$ cat config.mk
export PLATFORM = sky130hd
export DESIGN_NAME = pipeline_sequencer
export DESIGN_NICKNAME = d
export VERILOG_FILES = /design/src/rtl/otter_ctrl_pkg.sv /design/src/rtl/sat_counter.sv /design/src/rtl/pipeline_sequencer.sv
export SDC_FILE = /design/constraint.sdc
export NUM_CORES = 1
export LEC_CHECK = 0
export BUFFER_PORTS_ARGS = -buffer_cell sky130_fd_sc_hd__buf_2
export CAP_MARGIN = 20
export CORE_ASPECT_RATIO = 1.5
export CORE_MARGIN = 8
export CORE_UTILIZATION = 45
export DETAILED_ROUTE_END_ITERATION = 7
export PLACE_DENSITY = 0.76
export SYNTH_ARGS = -nofsm -noshare
export SYNTH_HDL_FRONTEND = slang
export SYNTH_SLANG_ARGS = --single-unit
$ cat constraint.sdc
create_clock -name CLK -period 2.5 [get_ports CLK]
set_input_delay 0.375 -clock CLK [delete_from_list [all_inputs] [get_ports CLK]]
set_output_delay 0.375 -clock CLK [all_outputs]
set_load 0.01 [all_outputs]
$ cat src/rtl/otter_ctrl_pkg.sv
// otter_ctrl_pkg: control types and constants shared by the OTTER
// sequencer and hazard unit.
package otter_ctrl_pkg;
  typedef enum logic [6:0] {
    OP_LUI    = 7'b0110111,
    OP_AUIPC  = 7'b0010111,
    OP_JAL    = 7'b1101111,
    OP_JALR   = 7'b1100111,
    OP_BRANCH = 7'b1100011,
    OP_LOAD   = 7'b0000011,
    OP_STORE  = 7'b0100011,
    OP_IMM    = 7'b0010011,
    OP_REG    = 7'b0110011,
    OP_SYSTEM = 7'b1110011
  } opcode_t;
  typedef enum logic [1:0] {RUN, DRAIN, TRAP} seq_state_t;
  localparam logic [31:0] NOP_IR = 32'h00000013;
endpackage

$ cat src/rtl/sat_counter.sv
// sat_counter: saturating up-counter; a clear beats an increment.
module sat_counter #(
  parameter int W = 32
) (
  input  logic         CLK,
  input  logic         RST_N,
  input  logic         CLR,
  input  logic         INC,
  output logic [W-1:0] Q
);
  logic [W-1:0] q_q, q_d;
  always_comb q_d = CLR ? '0 : (INC && q_q != {W{1'b1}}) ? q_q + {{(W-1){1'b0}}, 1'b1} : q_q;
  always_ff @(posedge CLK or negedge RST_N)
    if (!RST_N) q_q <= '0;
    else q_q <= q_d;
  assign Q = q_q;
endmodule

$ cat src/rtl/pipeline_sequencer.sv
// pipeline_sequencer: stall/flush/interrupt sequencer for the 5-stage OTTER
// pipeline, with stage valid tracking and saturating perf counters.
module pipeline_sequencer
  import otter_ctrl_pkg::*;
#(
  parameter int CNT_W = 32
) (
  input  logic             CLK,
  input  logic             RST_N,
  input  logic             HAZ_STALL,
  input  logic             BR_TAKEN,
  input  logic             IMEM_READY,
  input  logic             DMEM_REQ,
  input  logic             DMEM_READY,
  input  logic             INTR,
  input  logic             INTR_EN,
  input  logic             CNT_CLR,
  output logic             PC_EN,
  output logic             IF_DE_EN,
  output logic             DE_EX_EN,
  output logic             EX_ME_EN,
  output logic             ME_WB_EN,
  output logic             IF_DE_FLUSH,
  output logic             DE_EX_FLUSH,
  output logic             PC_SEL_TRAP,
  output logic             CAPTURE_EPC,
  output logic             INTR_TAKEN,
  output logic             VALID_DE,
  output logic             VALID_EX,
  output logic             VALID_ME,
  output logic             VALID_WB,
  output logic [CNT_W-1:0] STALL_CNT,
  output logic [CNT_W-1:0] FLUSH_CNT
);
  seq_state_t state_q, state_d;
  logic valid_de_q, valid_ex_q, valid_me_q, valid_wb_q;
  logic valid_de_d, valid_ex_d, valid_me_d, valid_wb_d;
  logic freeze, pc_en, if_de_en, de_ex_en, ex_me_en, me_wb_en;
  logic if_de_flush, de_ex_flush, pc_sel_trap, capture_epc, intr_taken;
  logic stall_inc, flush_inc;
  // A flushed register still loads (a bubble), so its enable is set alongside the flush.
  always_comb begin
    freeze = valid_me_q & DMEM_REQ & ~DMEM_READY;
    state_d = state_q;
    {pc_en, if_de_en, de_ex_en, ex_me_en, me_wb_en} = '0;
    {if_de_flush, de_ex_flush, pc_sel_trap, capture_epc, intr_taken} = '0;
    {stall_inc, flush_inc} = '0;
    case (state_q)
      RUN: begin
        if (freeze) begin
          stall_inc = 1'b1;
        end else if (HAZ_STALL && valid_de_q) begin
          {de_ex_en, ex_me_en, me_wb_en, de_ex_flush, stall_inc} = '1;
        end else if (BR_TAKEN && valid_de_q) begin
          {pc_en, if_de_en, de_ex_en, ex_me_en, me_wb_en, if_de_flush, flush_inc} = '1;
        end else if (INTR && INTR_EN && valid_de_q) begin
          {if_de_en, de_ex_en, ex_me_en, me_wb_en, if_de_flush, de_ex_flush, capture_epc} = '1;
          state_d = DRAIN;
        end else if (!IMEM_READY) begin
          {if_de_en, de_ex_en, ex_me_en, me_wb_en, if_de_flush} = '1;
        end else begin
          {pc_en, if_de_en, de_ex_en, ex_me_en, me_wb_en} = '1;
        end
      end
      DRAIN: begin
        {if_de_en, de_ex_en, if_de_flush, de_ex_flush} = '1;
        ex_me_en = ~freeze;
        me_wb_en = ~freeze;
        state_d = (valid_ex_q | valid_me_q | valid_wb_q) ? DRAIN : TRAP;
      end
      TRAP: begin
        {pc_en, if_de_en, de_ex_en, ex_me_en, me_wb_en, if_de_flush} = '1;
        {pc_sel_trap, intr_taken} = '1;
        state_d = RUN;
      end
      default: state_d = RUN;
    endcase
    valid_de_d = if_de_flush ? 1'b0 : if_de_en ? 1'b1 : valid_de_q;
    valid_ex_d = de_ex_flush ? 1'b0 : de_ex_en ? valid_de_q : valid_ex_q;
    valid_me_d = ex_me_en ? valid_ex_q : valid_me_q;
    valid_wb_d = me_wb_en ? valid_me_q : valid_wb_q;
  end
  always_ff @(posedge CLK or negedge RST_N)
    if (!RST_N) begin
      state_q <= RUN;
      {valid_de_q, valid_ex_q, valid_me_q, valid_wb_q} <= '0;
    end else begin
      state_q <= state_d;
      {valid_de_q, valid_ex_q, valid_me_q, valid_wb_q} <= {valid_de_d, valid_ex_d, valid_me_d, valid_wb_d};
    end
  sat_counter #(.W(CNT_W)) u_stall_cnt (
    .CLK(CLK), .RST_N(RST_N), .CLR(CNT_CLR), .INC(stall_inc), .Q(STALL_CNT)
  );
  sat_counter #(.W(CNT_W)) u_flush_cnt (
    .CLK(CLK), .RST_N(RST_N), .CLR(CNT_CLR), .INC(flush_inc), .Q(FLUSH_CNT)
  );
  assign {PC_EN, IF_DE_EN, DE_EX_EN, EX_ME_EN, ME_WB_EN} =
    {pc_en, if_de_en, de_ex_en, ex_me_en, me_wb_en} & {5{RST_N}};
  assign {IF_DE_FLUSH, DE_EX_FLUSH, PC_SEL_TRAP, CAPTURE_EPC, INTR_TAKEN} =
    {if_de_flush, de_ex_flush, pc_sel_trap, capture_epc, intr_taken} & {5{RST_N}};
  assign {VALID_DE, VALID_EX, VALID_ME, VALID_WB} = {valid_de_q, valid_ex_q, valid_me_q, valid_wb_q};
endmodule

==> results.txt, run 1 <==
The flow ran to the end, and the final reports show no timing, DRC or antenna violations. The total overflow left after global routing is 0. The maximum cell stage delay along the critical path is 0.58 ns. The total of buffers placed on input and output ports is 87.

Setup slack on the worst reg-to-reg path comes out at 0.12 ns. The initial antenna violation count came out at 0. The global-route total usage across every layer came out at 0.188.

The vertical die dimension is around 130 um. The final count of pins violating max slew is 0. The cell sitting at the root of the clock tree is a clkbuf_16. For this run, the share of the core covered by cells in the final layout is 0.557.

The critical path starts at state_q[1]. The worst slew margin relative to its limit came out at 0.391. The post-synthesis net count is 472. Measured against the total synthesized area, the mux share comes to 0.0103. The number of remaining DRC errors came out at 0.

The floorplan die width came out at roughly 94 um. At the pin with the least slew margin, the transition time is slightly above 0.9 ns. The clock edge transition at the registers on the reported setup and hold paths is 0.05 ns. The total power of the final layout came out at ~3.2 mW. The ratio of cells with drive above 1 in the final layout is 0.257. Clock tree synthesis found a total of 70 sinks. The most used flip-flop cell after synthesis is dfrtp_1. The share of the yosys chip area belonging to registers is 0.423. In the synthesized netlist the async set-or-reset flop fraction comes to 1.00. The worst setup skew after layout came out at 0.00754 ns.

The first global-routing pass estimated between 15000 and 20000 um of wire. The signal on the critical path passes through inv_1 > ha_1 > buf_4 > o2111ai_4 > or3_2 > o41ai_1 > a21oi_1. The static leakage power is 2.19 nW. The worst setup path is launched from a flop. The worst-case reg-to-reg path depth is 7. The core area is 9090 um2. The type of element capturing the critical path is a flop.

Detailed placement ended at an HPWL of 8560 um. The critical path ends at u_stall_cnt.Q[27]. The via count of the first global-routing pass is ~4100. The average vias per placed instance came out at just over 6. The DRC marker count from the first detailed-route iteration is approximately 210. STA puts the critical path data required time at 2.69 ns. The count of vias placed by the detailed router is 4067. The maximum level of the CTS H-tree came out at 3. The main combinational cell family by area after synthesis is simple AND/OR/NAND/NOR gates. Summed over all failing endpoints, the final setup total negative slack is 0 ns.

The category of the critical setup timing path is reg2reg. The count of mapped cells out of synthesis is 456. The mean instance size in the synthesized netlist is 9.09 um2. The worst vdd rail ir drop came out at 0.000457 V.

The commonest cells after synthesis are dfrtp_1 (70), a21oi_1 (52), nor2_1 (35). The number of inserted diodes is 0. Counting flops and latches in the post-synthesis netlist gives 70. The worst hold path belongs to the class in2async. The number of rows in the core area came out at 43. The area of the die is 12600 um2.

dfrtp_1 takes more of the synthesized area than any other cell. Setup violations remaining at the end of the flow were counted as 0. The post-synth design cell area came out at approximately 4100 um2.

The total power divided by cell area came out at 633 nW/um2. The number of buffers added by the clock tree synthesis step came out at 9. The parity-gate share of the synthesized area counting xor and xnor cells is 0.0275. Entering global routing, the biggest net connects 70 pins. The post-detailed-route wirelength per cell is 17.6 um.

The endpoint identified for the worst register-to-register timing path is u_stall_cnt.Q[27]. For this run, the detailed router's first-pass iteration total came to 6. The simple-gate share of the synthesized area came out at 0.289. The share of the synthesized area in compound gates (AO/OA/AOI/OAI) is 0.191.

Setup repair after global routing could not meet its margin everywhere. Of the available clock period, the critical path in the final layout requires 0.950. Ranked by total cell area, the synthesized netlist is headed by dfrtp_1 (42%), a21oi_1 (6.3%), or3_1 (4.5%).

dfrtp_1 is the most common cell in the netlist. The total detailed-routing wirelength is roughly 12000 um. The slowest stage of the critical path is the or3_2 cell.

Along the worst path, the maximum fanout reaches 7. The area share of the leading cell type in the synthesized netlist came out at 0.423. The I/O pin total is 88. The arrival time reported for the critical path endpoint is 2.57 ns.

The number of enable flip-flop cells after synthesis came out at 0. In this run the remaining antenna-violating nets after routing total 0. Of the total synthesized cell area, the portion taken by full adders, half adders and majority gates is 0.0181. The worst register-to-register path begins at state_q[1].

The number of unique standard cell types used by synthesis came out at 60. Max-cap violations in this run came to 0. Routability-driven placement finished with a final weighted congestion of 0.904. The clock period minus worst slack is about 2.4 ns. The area growth from synthesis to final layout is 22.2%.

The clock latency on the worst-skew pair is 0.33 ns. Counting the fill cells in the layout gives 823. The starting utilization of the core area is 0.456.

The number of nets in the layout is 568. TritonCTS built the clock tree. The number of warnings reported in the yosys synthesis log came out at 0. Based on the critical path, the design can be clocked at up to 421 MHz.

The number of buffers on the longest clock path is 2. The count of final hold-check violations came out at 0.
-- sequential cells by signal, indices dropped and copies added, names as in the netlist --
signal,flops
u_stall_cnt.Q,32
VALID_ME,1
state_q,2
u_flush_cnt.Q,32
VALID_WB,1
VALID_EX,1
VALID_DE,1
-- power by group --
part           switching, mW  internal, mW  total, mW
Combinational          0.353         0.234      0.587
Clock                  0.490         0.901       1.39
Sequential            0.0544          1.17       1.23
Total                  0.898          2.31       3.21
-- metal layers --
| layer | track usage | share of wire | vias to the layer above |
|---|---|---|---|
| met5 | 0 | 0 | - |
| li1 | - | - | 1929 |
| met1 | 0.200 | 0.38 | 1981 |
| met2 | 0.330 | 0.54 | 126 |
| met4 | 0.0948 | 0.028 | 0 |
| met3 | 0.0450 | 0.054 | 31 |
-- placed cells by master (no fill, tap or decap), drive strengths merged, types with 8 or more instances in the layout --
cell type    n
or3         32
inv         11
nand3       19
xnor2        9
nand2       26
a21oi       52
and2         8
or4         17
clkbuf      11
o31ai       15
dfrtp       70
nand4       24
nor2        35
o21ai       34
buf        104
-- repair_timing --
item	CTS	global route
endpoints found under the setup margin	0	11
endpoints found under the hold margin	1	0
gates resized for setup	0	2
hold buffers	1	0
buffers inserted	0	0
-- through the flow --
stage	cells	hold slack, ns	instance area, um2	setup WS, ns
2_1_floorplan	456	0.0794	4140	0.117
3_3_place_gp	651	0.193	4720	0.253
3_5_place_dp	651	0.195	4720	0.123
4_1_cts	668	0.417	5050	0.122
5_1_grt	669	0.448	5060	-0.0510
6_report	669	0.417	5060	0.124
-- how the worst min path moves through the flow --
stage | to | slack [ns] | cells past startpoint
2_1_floorplan | VALID_DE | 0.08 | 0
3_3_place_gp | VALID_DE | 0.19 | 1
3_5_place_dp | VALID_DE | 0.20 | 1
4_1_cts | VALID_DE | 0.42 | 2
5_1_grt | VALID_DE | 0.45 | 2
6_report | VALID_DE | 0.42 | 2
-- cell type report --
class / count / area, um2 / area share
Clock buffer: 11 / 243 / 0.0479
Clock inverter: 5 / 82.6 / 0.0163
Inverter: 11 / 41.3 / 0.00816
Multi-Input combinational cell: 355 / 2230 / 0.441
Sequential cell: 70 / 1750 / 0.346
Tap cell: 112 / 140 / 0.0277
Timing Repair Buffer: 105 / 573 / 0.113
-- cells by family (layout without fill, tap and decap cells) --
| logic type | count (synthesis) | in the layout |
|---|---|---|
| DFF | 70 | 70 |
| xor gates and xnor gates | 13 | 13 |
| AOI/OAI and AO/OA | 127 | 127 |
| buffers and inverters | 32 | 132 |
| muxes | 4 | 4 |
| and+or+nand+nor | 204 | 205 |
| adders and majority gates | 6 | 6 |
-- critical path: cells and delay by family, from the launching register on --
family / cells / cell delay [ns]
flops: 1 / 0.43
fa+ha+maj: 1 / 0.23
simple gates: 1 / 0.58
compound gates: 3 / 0.67
buf+inv: 2 / 0.32
No activity file was read; power rests on OpenSTA's default activity.
==> inputs of run 2 (changes only) <==
- ABC_AREA: unset -> 1
- PLACE_DENSITY: 0.76 -> 0.75
==> results.txt, run 2 <==
The flow ran to the end, and the final reports show no timing, DRC or antenna violations. After detailed routing, the average wire length per cell comes to 14.1 um. The first global-routing pass estimated approximately 23000 um of wire. TritonCTS built the clock tree. The count of final hold-check violations came out at 0.

The share of the yosys chip area belonging to registers is 0.361. The maximum number of pins on one net before global-route repair is 41. The largest individual stage delay along the critical path comes from the cell dfrtp_1.

The tree is rooted in a clkbuf_16. The number of remaining DRC errors is 0. The transition time at the pin with the least slew margin came out at 0.475 ns.

The post-route clock period utilization came out at 0.909. The average vias per placed instance is ~5. The clock period minus worst slack came out at 2.27 ns. The final count of pins violating max slew was 0. Across the routed clock network, the largest skew measured is 0.00615 ns. The maximum level of the CTS H-tree came out at 3.

The type of element capturing the critical path is a primary output. Ranked by total cell area, the synthesized netlist is headed by dfrtp_1 (36%), nand2_1 (25%), nor2_1 (10%). The count of mapped cells out of synthesis came out at 764. The area share of the leading cell type in the synthesized netlist is 0.361. Once detail routing completed, the nets flagged for antenna violations numbered 0. The total of buffers placed on input and output ports is 87. The total power divided by cell area is 587 nW/um2.

After clock tree synthesis, the flow added hold-fix buffers numbering 1. For this run the aggregate overflow at the end of global routing stands at 0. The count of vias placed by the detailed router is 5120. Broken down by cell family, the worst path's largest delay share belongs to flip-flops. Counting the buffers created by CTS gives 9. The total setup violations reported at the end of the flow is 0.

The static leakage power came out at 2.97 nW. The number of nets in the layout is 867. The setup TNS after final layout is 0 ns.

The top achievable clock speed is ~440 MHz. The number of unique standard cell types used by synthesis came out at 33. The DRC marker count from the first detailed-route iteration is 177.

The placed cell area came out at ~5400 um2. Data on the critical path arrives at its endpoint at around 1.9 ns. The number of buffers on the longest clock path is 2.

After synthesis the netlist holds a flip-flop and latch count of 70. The area of the die is 14400 um2. Setup repair after global routing left no endpoint under its margin.

The wire-length estimate of the detail-placed layout is 10500 um. The starting utilization of the core area came out at 0.461. Gates resized during post-CTS repair numbered 0. The largest total area in the synthesized netlist belongs to dfrtp_1. The required time of the critical path is 2.12 ns. In this design, the critical path's most frequently occurring cell is inv_1. The initial antenna violation count came out at 0. The worst vdd rail ir drop came out at 0.000451 V.

Of the cells placed in the final design, the portion with a size suffix greater than 1 is 0.155. The I/O pin total came out at 88. The number of antenna diodes in the final layout is 0. In this run the worst path has a maximum fanout of 5. The kind of path behind the tightest hold check is in2async. The clock edge transition at the registers on the reported setup and hold paths is ~0.050 ns. The total power of the final layout is 3.39 mW. The clock latency on the worst-skew pair is about 0.34 ns.

The vertical die dimension is between 100 and 150 um. Headroom to the max-slew limit came out at 0.680. Relative to the synthesized area, the layout overhead comes to 19.0%. The number of buffers and inverters on the critical path is 3.

The tree built by TritonCTS fans out to 70 sinks. Among all flip-flop cells after synthesis, the most frequent one is dfrtp_1. The post-synthesis net count is a little under 800. The last weighted congestion value of the routability-driven placer is ~0.93. The post-synth design cell area is 4860 um2. The number of detailed-route iterations in the first pass came out at 5. The via count of the first global-routing pass is 4884. The maximum cell stage delay along the critical path came out at 0.41 ns. The total detailed-routing wirelength came out at 14100 um. The core area came out at 10500 um2.

The mean instance size in the synthesized netlist is 6.36 um2. During synthesis, Yosys emitted a total of 0 warnings. The count of maximum capacitance violations came out at 0. The number of enable flip-flop cells after synthesis is 0. The final instance area came out at 5780 um2. The floorplan die width is 101 um. Traced cell by cell, the critical path runs through inv_1 > ha_1 > inv_1 > nor2_1 > o21ai_0 > nor3_1 > buf_2. The critical path is of the reg2out type.

The commonest non-fill, non-tap cell in the layout is nand2_1. STA classifies the critical path startpoint as a flop. Buffers added to address setup during post-CTS repair amount to 0. The share of flip-flops with an asynchronous set or reset is 1.00. In the post-synthesis netlist, the cell with the most instances is nand2_1. In the layout the commonest cells are nand2_1 (326), nor2_1 (131), buf_2 (86).

The global-route total usage across every layer is 0.201. The number of rows in the core area is 46. Counting instances in the post-synthesis netlist gives the leading cell types as nand2_1 (326), nor2_1 (131), dfrtp_1 (70).
## run 2: power by group
| group | switching [mW] | internal, mW |
|---|---|---|
| registers | 0.0486 | 1.18 |
| logic | 0.416 | 0.203 |
| clock network | 0.512 | 1.03 |
## run 2: layer usage
layer,vias to the layer above,wire [um],track usage
met5,-,0,0
met4,0,545,0.117
met3,40,727,0.0356
met2,153,7240,0.356
met1,2346,5630,0.217
li1,2581,-,-
## run 2: final cells by class
class / instances / area, um2
multi-input cells: 614 / 2760
flip-flops and latches: 70 / 1750
clock buffers: 11 / 253
clock inverters: 5 / 105
repair buffers: 94 / 493
inverters: 62 / 236
well taps: 144 / 180
fillers: 1065 / 4750
## run 2: final timing paths
path | start | depth (start not counted) | slack, ns | endpoint
worst max-delay path | state_q[0] | 7 | 0.23 | IF_DE_FLUSH
worst min-delay path | RST_N | 2 | 0.39 | VALID_DE
worst max register to register | u_flush_cnt.Q[0] | 11 | 0.40 | u_flush_cnt.Q[25]
worst min register to register | VALID_WB | 1 | 0.52 | VALID_WB
max in group asynchronous | RST_N | 3 | 1.48 | u_flush_cnt.Q[15]
min in group CLK | BR_TAKEN | 4 | 0.39 | state_q[0]
## run 2: metrics by stage
stage | hold slack, ns | std cells | setup WS (ns) | utilization
after floorplan | 0.0794 | 764 | 0.645 | -
after global placement | 0.183 | 983 | 0.497 | 0.514
after detailed placement | 0.181 | 983 | 0.432 | 0.514
after CTS | 0.381 | 1000 | 0.210 | 0.549
after global routing | 0.412 | 1000 | 0.0462 | 0.549
final | 0.385 | 1000 | 0.226 | 0.549
## run 2: logic make-up (layout without fill, tap and decap cells)
kind of cell               after synthesis  after routing  share of synthesized area
buffers and inverters                   80            172                     0.0711
adders and majority gates                6              6                     0.0155
xor gates and xnor gates                17             17                     0.0307
muxes                                    1              1                    0.00232
and+or+nand+nor                        571            571                      0.497
DFF                                     70             70                      0.361
AOI/OAI and AO/OA                       19             19                     0.0232
